File: src/rtl/alu_arbiter_pkg.sv
// Shared ALU definitions: data width, opcode constants and the arbiter FSM encoding.
package alu_arbiter_pkg;

  localparam int DATA_W = 16;
  localparam int OP_W   = 4;

  // Opcodes understood by the external ALU; anything with bit 3 set is illegal.
  typedef enum logic [OP_W-1:0] {
    OP_ADD = 4'd0,
    OP_SUB = 4'd1,
    OP_AND = 4'd2,
    OP_OR  = 4'd3,
    OP_XOR = 4'd4,
    OP_NOT = 4'd5,
    OP_SHL = 4'd6,
    OP_SHR = 4'd7
  } alu_op_e;

  // Arbiter control states.
  typedef enum logic [1:0] {
    ST_IDLE  = 2'd0,
    ST_ISSUE = 2'd1,
    ST_RESP  = 2'd2
  } state_e;

  // Opcodes 8..15 are outside the ALU's instruction set.
  function automatic logic is_illegal_op(input logic [OP_W-1:0] op);
    return op[OP_W-1];
  endfunction

endpackage

File: src/rtl/alu_arbiter_rr.sv
// Two-way grant logic: a lone requester always wins; on contention the pointer
// picks the winner in round-robin mode, requester 0 wins in fixed-priority mode.
module rr_arb2 #(
  parameter bit RR_EN = 1'b1
) (
  input  logic valid0_i,
  input  logic valid1_i,
  input  logic ptr_i,
  output logic grant0_o,
  output logic grant1_o
);

  // One-hot (or empty) grant derived only from the valids and the pointer.
  always_comb begin
    grant0_o = 1'b0;
    grant1_o = 1'b0;
    if (valid0_i && valid1_i) begin
      if (RR_EN && ptr_i) grant1_o = 1'b1;
      else                grant0_o = 1'b1;
    end else begin
      grant0_o = valid0_i;
      grant1_o = valid1_i;
    end
  end

endmodule

File: src/rtl/alu_arbiter.sv
// Shares one external combinational ALU between two requesters. A request is
// accepted in IDLE, its operands are presented to the ALU for one ISSUE cycle,
// and the result is held in RESP until the consumer takes it.
module alu_arbiter
  import alu_arbiter_pkg::*;
#(
  parameter bit RR_EN = 1'b1
) (
  input  logic              clk,
  input  logic              rst_n,
  input  logic              req0_valid,
  output logic              req0_ready,
  input  logic [OP_W-1:0]   req0_opcode,
  input  logic [DATA_W-1:0] req0_a,
  input  logic [DATA_W-1:0] req0_b,
  input  logic              req1_valid,
  output logic              req1_ready,
  input  logic [OP_W-1:0]   req1_opcode,
  input  logic [DATA_W-1:0] req1_a,
  input  logic [DATA_W-1:0] req1_b,
  output logic [OP_W-1:0]   alu_opcode,
  output logic [DATA_W-1:0] alu_a,
  output logic [DATA_W-1:0] alu_b,
  input  logic [DATA_W-1:0] alu_result,
  output logic              rsp_valid,
  input  logic              rsp_ready,
  output logic              rsp_id,
  output logic [DATA_W-1:0] rsp_data,
  output logic              rsp_z,
  output logic              rsp_err
);

  state_e              state_q, state_d;
  logic                ptr_q;
  logic [OP_W-1:0]     op_q;
  logic [DATA_W-1:0]   a_q, b_q;
  logic                id_q;
  logic                rsp_id_q, rsp_z_q, rsp_err_q;
  logic [DATA_W-1:0]   rsp_data_q;
  logic                grant0, grant1;
  logic                accept0, accept1, accept;
  logic                illegal;

  rr_arb2 #(.RR_EN(RR_EN)) u_rr_arb2 (
    .valid0_i (req0_valid),
    .valid1_i (req1_valid),
    .ptr_i    (ptr_q),
    .grant0_o (grant0),
    .grant1_o (grant1)
  );

  assign accept0 = req0_valid && req0_ready;
  assign accept1 = req1_valid && req1_ready;
  assign accept  = accept0 || accept1;
  assign illegal = is_illegal_op(op_q);

  // State register.
  always_ff @(posedge clk or negedge rst_n) begin
    if (!rst_n) state_q <= ST_IDLE;
    else        state_q <= state_d;
  end

  // Next-state: one ISSUE cycle per accept, RESP holds until consumed.
  always_comb begin
    state_d = state_q;
    unique case (state_q)
      ST_IDLE:  if (accept)    state_d = ST_ISSUE;
      ST_ISSUE:                state_d = ST_RESP;
      ST_RESP:  if (rsp_ready) state_d = ST_IDLE;
      default:                 state_d = ST_IDLE;
    endcase
  end

  // Outputs: ready only in IDLE (and never while reset is held), ALU bus zero in IDLE.
  always_comb begin
    req0_ready = rst_n && (state_q == ST_IDLE) && grant0;
    req1_ready = rst_n && (state_q == ST_IDLE) && grant1;
    rsp_valid  = (state_q == ST_RESP);
    alu_opcode = '0;
    alu_a      = '0;
    alu_b      = '0;
    if (state_q != ST_IDLE) begin
      alu_opcode = op_q;
      alu_a      = a_q;
      alu_b      = b_q;
    end
  end

  // Capture the winning request and advance the round-robin pointer past it.
  always_ff @(posedge clk or negedge rst_n) begin
    if (!rst_n) begin
      op_q  <= '0;
      a_q   <= '0;
      b_q   <= '0;
      id_q  <= 1'b0;
      ptr_q <= 1'b0;
    end else if (accept) begin
      op_q  <= accept1 ? req1_opcode : req0_opcode;
      a_q   <= accept1 ? req1_a      : req0_a;
      b_q   <= accept1 ? req1_b      : req0_b;
      id_q  <= accept1;
      ptr_q <= RR_EN ? accept0 : 1'b0;
    end
  end

  // Latch the ALU result when leaving ISSUE; illegal opcodes report a zero result.
  always_ff @(posedge clk or negedge rst_n) begin
    if (!rst_n) begin
      rsp_id_q   <= 1'b0;
      rsp_data_q <= '0;
      rsp_z_q    <= 1'b0;
      rsp_err_q  <= 1'b0;
    end else if (state_q == ST_ISSUE) begin
      rsp_id_q   <= id_q;
      rsp_err_q  <= illegal;
      rsp_data_q <= illegal ? '0 : alu_result;
      rsp_z_q    <= illegal ? 1'b1 : (alu_result == '0);
    end
  end

  assign rsp_id   = rsp_id_q;
  assign rsp_data = rsp_data_q;
  assign rsp_z    = rsp_z_q;
  assign rsp_err  = rsp_err_q;

endmodule

File: config.mk
export PLATFORM = sky130hd
export DESIGN_NAME = alu_arbiter
export DESIGN_NICKNAME = d
export VERILOG_FILES = /design/src/rtl/alu_arbiter_pkg.sv /design/src/rtl/alu_arbiter_rr.sv /design/src/rtl/alu_arbiter.sv
export SDC_FILE = /design/constraint.sdc
export NUM_CORES = 1
export LEC_CHECK = 0
export ABC_AREA = 1
export BUFFER_PORTS_ARGS = -buffer_cell sky130_fd_sc_hd__clkbuf_2
export CAP_MARGIN = 0
export CORE_MARGIN = 8
export CORE_UTILIZATION = 50
export CTS_BUF_LIST = sky130_fd_sc_hd__clkbuf_4 sky130_fd_sc_hd__clkbuf_8
export DETAILED_ROUTE_END_ITERATION = 6
export PLACE_DENSITY = 0.89
export SLEW_MARGIN = 20
export SYNTH_ARGS = -nofsm -noshare
export SYNTH_HDL_FRONTEND = slang
export SYNTH_SLANG_ARGS = --single-unit
File: constraint.sdc
create_clock -name clk -period 3.55 [get_ports clk]
set_input_delay 0.355 -clock clk [delete_from_list [all_inputs] [get_ports clk]]
set_output_delay 0.355 -clock clk [all_outputs]
set_load 0.01 [all_outputs]
==> impl_metrics.tcl, run 1 <==
set metrics [dict create \
    h-tree-depth 3 \
    cellLeakagePower_nw 2.57 \
    crit_buf_inv 3 \
    crit_chain "inv_2 > nand2_1 > clkinv_1 > nor2_1 > clkbuf_2" \
    clkSlewWorstSetupHoldPaths_ns 0.06 \
    layout_commonest_cell "clkbuf_2" \
    worst_ep_required_time_ns 3.19 \
    dpl.hpwl_um 6720 \
    initial_core_util_pct 51.4 \
    finClkSkew_ns 0.00688 \
    routedWlPerCell_um 13.0 \
    ys_types 19 \
    area_delta_synth_final_pct 27.8 \
    gp_congestion 0.813 \
    dr.pass1.iters 4 \
    vdd_drop_max_uv 478 \
    syn_nets 561 \
    p_sw_mw 1.32 \
    p_per_area_nw_per_um2 742 \
    syn_avg_cell_area_um2 6.98 \
    clkPwrFrac_pct 17.6 \
    ant_nets 0 \
    tns_ns 0 \
    via_per_inst 4.92 \
    clock_path_buffers 2 \
    ctsRootBufferMaster "clkbuf_8" \
    ctsHoldBuffers 0 \
    crit_family "buffers and inverters" \
    synth_top_family_by_area "simple AND/OR/NAND/NOR gates" \
    rows 29 \
    whs_ns 0.178 \
    run_status "finished clean" \
    multi_input_area_um2 1310 \
    r2r_slack_ns 1.42 \
    syn_inst 468 \
    drc_errors 0 \
    ff2ff_path_depth 3 \
    start_kind "flip-flop" \
    num_vias 3377 \
    die_w_um 96.8 \
    synth_xor_area_share_pct 0 \
    rsz0062_at_grt "no" \
    cts_tree "done" \
    numClockSinks 59 \
    antenna_found_initial 0 \
    synth-seq-cells 59 \
    grt_first_pass_wirelength_um 15400 \
    comb_power_share_pct 44.9 \
    final_cell_mix "150 x clkbuf_2, 122 x nand3_1, 110 x nand2_1" \
    grt_use_total_pct 19.2 \
    dp_cells 670 \
    max-cap-violations 0 \
    relSlewSlack_pct 37.1 \
    min_path_type "input pin to async pin" \
    worstSetupPathType "flip-flop to primary output" \
    cts_resized 0 \
    finalCritPeriodShare_pct 71.0 \
    drive_gt1_share_pct 29.4 \
    maxSlewViolCount 0 \
    r2r_start "state_q[1]$_DFFE_PN0P_" \
    grt.overflow.total 0 \
    crit_arrival_ns 2.17 \
    cts_setup_buffers 0 \
    num_antenna_cells 0 \
    grt_start_max_net_pins 60 \
    grt_pass1_vias 3481 \
    dieHeight_um 96.8 \
    yosysSeqAreaShare_pct 45.2 \
    p_int_mw 1.77 \
    synth-simple-area-share_pct 37.5 \
    crit_start "state_q[1]$_DFFE_PN0P_" \
    cp_slowest_stage_delay_ns 0.75 \
    ios 151 \
    setup_viol 0 \
    io_buffer_count 150 \
    nets 697 \
    cp_max_fo 36 \
    fin_crit_ns 2.52 \
    fill_cells 564 \
    fmax_mhz 397 \
    fp.coreArea_um2 6350 \
    final_cells 686 \
    synth.area.mux_share_pct 0 \
    drt_iter0_markers 183 \
    regArea_um2 1480 \
    clock_latency_ns 0.33 \
    numCtsBuffers 9 \
    hold_viol 0 \
    r2r-end "rsp_data[5]$_DFFE_PN0N_" \
    slowest_stage "clkinv_1" \
    yosysWarnings 0 \
    synth-adder-area-share_pct 0 \
    finalWirelength_um 8890 \
    endpoint_kind "primary output" \
    p_seq_share_pct 37.5 \
    die_area_um2 9380 \
    max_slew.worst_pin.slew_ns 0.938 \
    synth_compound_gate_area_share_pct 2.60 \
    syn_area_um2 3270 \
    switching_share_pct 42.8 \
]
kinds of logic after synthesis:
family | after synthesis
compound gates | 10
buf+inv | 117
flops | 59
simple gates | 282
flip-flops by register name, indices dropped and copies added, names as in the netlist:
signal    cells
rsp_err       1
rsp_data     16
b_q          16
state_q       2
a_q          16
op_q          4
ptr_q         1
rsp_id        1
id_q          1
rsp_z         1
power by group through the flow:
stage	registers (mW)	clock network (mW)	logic [mW]
floorplan	1.17	0	0.906
global placement	1.15	0	1.37
detailed placement	1.17	0	1.41
CTS	1.16	0.559	1.42
global route	1.20	0.585	1.60
finish	1.16	0.544	1.39
cells in the mapped netlist:
cell      instances  share of area (%)
nand3_1         122                 19
nand2_1         110                 13
inv_1            83                9.5
dfrtp_1          59                 45
nor2_1           45                5.2
buf_2            16                2.5
clkbuf_1          9                1.0
o31ai_1           4               0.92
inv_2             3               0.34
o21ai_0           3               0.46
buf_4             2               0.46
buf_6             2               0.69
clkinv_1          2               0.23
nand2_2           2               0.38
nor2_2            2               0.38
a21boi_4          1               0.57
a21oi_1           1               0.15
a21oi_4           1               0.50
nand4_1           1               0.19
area by class of cell:
| class | instances | share of cell area (%) |
|---|---|---|
| Clock buffer | 11 | 3.62 |
| Clock inverter | 5 | 0.659 |
| Inverter | 88 | 7.91 |
| Multi-Input combinational cell | 292 | 31.5 |
| Sequential cell | 59 | 35.4 |
| Tap cell | 77 | 2.31 |
| Timing Repair Buffer | 154 | 18.7 |
per-stage QoR:
stage | cell area (um^2) | total power [mW] | util (%) | setup WS (ns)
2_1_floorplan | 3270 | 2.07 | - | 2.12
3_3_place_gp | 4000 | 2.52 | 63.0 | 1.38
3_5_place_dp | 4000 | 2.58 | 63.0 | 1.32
4_1_cts | 4180 | 3.14 | 65.8 | 0.981
5_1_grt | 4180 | 3.39 | 65.8 | 0.739
6_report | 4180 | 3.10 | 65.8 | 1.03
worst max path at each step:
stage | end | cells after the start | slack, ns
2_1_floorplan | req1_ready | 7 | 2.12
4_1_cts | alu_b[1] | 5 | 0.98
5_1_grt | alu_opcode[0] | 5 | 0.74
3_5_place_dp | req0_ready | 7 | 1.32
3_3_place_gp | req0_ready | 7 | 1.38
6_report | alu_b[1] | 5 | 1.03
per-layer routing:
metal	part of all wire [%]	GRT usage (%)	routed length (um)	vias up
met5	0	0	0	-
met4	1.6	7.10	144	0
met3	9.1	6.76	808	14
met2	48	32.9	4250	153
met1	42	21.3	3690	1505
li1	-	-	-	1705
Power figures use the tool's default switching activity.
==> run 2, diff against run 1 <==
Settings changed: CORE_UTILIZATION 50 to 49, PLACE_DENSITY 0.89 to 0.87.
Clock period 3.55 ns to 2.4 ns, I/O delays scaled along.
==> impl_metrics.tcl, run 2 (synthesis gave the netlist of run 1 again) <==
set metrics [dict create \
    dr.pass1.iters 5 \
    fp.coreArea_um2 6390 \
    vdd_drop_max_uv 722 \
    cellLeakagePower_nw 2.60 \
    grt_use_total_pct 19.6 \
    crit_chain "a21oi_4 > nand2_2 > inv_1 > clkbuf_2" \
    antenna_found_initial 0 \
    ctsHoldBuffers 0 \
    ctsRootBufferMaster "clkbuf_8" \
    clock_latency_ns 0.32 \
    clock_path_buffers 2 \
    num_vias 3421 \
    grt_pass1_vias 3548 \
    worst_ep_required_time_ns 2.16 \
    max_slew.worst_pin.slew_ns 0.735 \
    via_per_inst 4.96 \
    setup_ws_ns 0.429 \
    layout_commonest_cell "clkbuf_2" \
    h-tree-depth 3 \
    start_kind "flip-flop" \
    die_area_um2 9540 \
    numCtsBuffers 9 \
    dieHeight_um 97.7 \
    cp_slowest_stage_delay_ns 0.46 \
    nets 703 \
    ant_nets 0 \
    cts_tree "done" \
    cp_max_fo 19 \
    crit_family "compound AO/OA/AOI/OAI gates" \
    maxSlewViolCount 0 \
    finalWirelength_um 9160 \
    p_per_area_nw_per_um2 1110 \
    initial_core_util_pct 51.2 \
    ios 151 \
    routedWlPerCell_um 13.3 \
    finClkSkew_ns 0.00918 \
    place_area_um2 4040 \
    cts_setup_buffers 0 \
    tns_ns 0 \
    place_ws_ns 0.665 \
    area_delta_synth_final_pct 29.4 \
    drive_gt1_share_pct 29.9 \
    cts_resized 0 \
    crit_buf_inv 2 \
    grt_first_pass_wirelength_um 15700 \
    final_cells 690 \
    dp_cells 676 \
    grt_start_max_net_pins 60 \
    gp_congestion 0.877 \
    dpl.hpwl_um 7070 \
    min_path_type "input pin to async pin" \
    drt_iter0_markers 124 \
    final_cell_mix "150 x clkbuf_2, 122 x nand3_1, 110 x nand2_1" \
    hold_viol 0 \
    setup_viol 0 \
    post-route-util_pct 66.2 \
    num_antenna_cells 0 \
    numClockSinks 59 \
    rows 29 \
    fmax_mhz 507 \
    grt.overflow.total 0 \
    clkSlewWorstSetupHoldPaths_ns 0.07 \
    slowest_stage "a21oi_4" \
    drc_errors 0 \
    worstSetupPathType "flip-flop to primary output" \
    io_buffer_count 150 \
    relSlewSlack_pct 51.0 \
    design_area_um2 4230 \
    max-cap-violations 0 \
    finalCritPeriodShare_pct 82.1 \
    run_status "finished clean" \
    crit_arrival_ns 1.73 \
    fin_crit_ns 1.97 \
    die_w_um 97.7 \
    endpoint_kind "primary output" \
    rsz0062_at_grt "no" \
]
run 2: cell count changes in the layout (fill, tap and decap cells not counted):
cell / previous run / this run
buf_4: 4 / 10
clkbuf_8: 11 / 10
clkinv_2: 4 / 2
bufinv_16: 0 / 1
clkinvlp_4: 1 / 0
clkbuf_4: 0 / 1
run 2: per-stage QoR:
step / total power, mW / hold WS, ns
floorplan: 3.07 / -0.0556
global placement: 3.79 / 0.461
detailed placement: 3.86 / 0.465
CTS: 4.74 / 0.117
global route: 5.12 / 0.156
finish: 4.69 / 0.115
run 2: worst paths after layout:
kind / end / depth (start not counted) / slack [ns] / start
setup / recovery: req0_ready / 4 / 0.43 / ptr_q$_DFFE_PN0P_
hold reg to reg: rsp_data[15]$_DFFE_PN0N_ / 2 / 0.48 / rsp_data[15]$_DFFE_PN0N_
hold / removal: a_q[9]$_DFFE_PN0P_ / 2 / 0.11 / rst_n
setup reg to reg: rsp_data[4]$_DFFE_PN0N_ / 4 / 0.64 / state_q[1]$_DFFE_PN0P_
max in group asynchronous: b_q[8]$_DFFE_PN0P_ / 2 / 1.81 / rst_n
min in group clk: state_q[1]$_DFFE_PN0P_ / 2 / 0.16 / rsp_ready
run 2: layout make-up:
class | instances | area (um^2)
inverters | 88 | 330
clock buffers | 11 | 145
well taps | 77 | 96.3
fillers | 555 | 2160
multi-input cells | 292 | 1310
flip-flops and latches | 59 | 1480
repair buffers | 160 | 826
clock inverters | 3 | 40.0
run 2: metal layers:
layer | vias up | global-route usage (%) | routed length (um)
li1 | 1717 | - | -
met2 | 160 | 31.0 | 4130
met4 | 0 | 9.09 | 243
met3 | 21 | 5.76 | 744
met1 | 1523 | 23.7 | 4040
met5 | - | 0 | 0
run 2: power by group:
| group | total (mW) | internal, mW | leakage [nW] | switching, mW |
|---|---|---|---|---|
| logic | 2.11 | 0.793 | 1.77 | 1.32 |
| registers | 1.72 | 1.45 | 0.737 | 0.270 |
| clock network | 0.860 | 0.504 | 0.0985 | 0.355 |
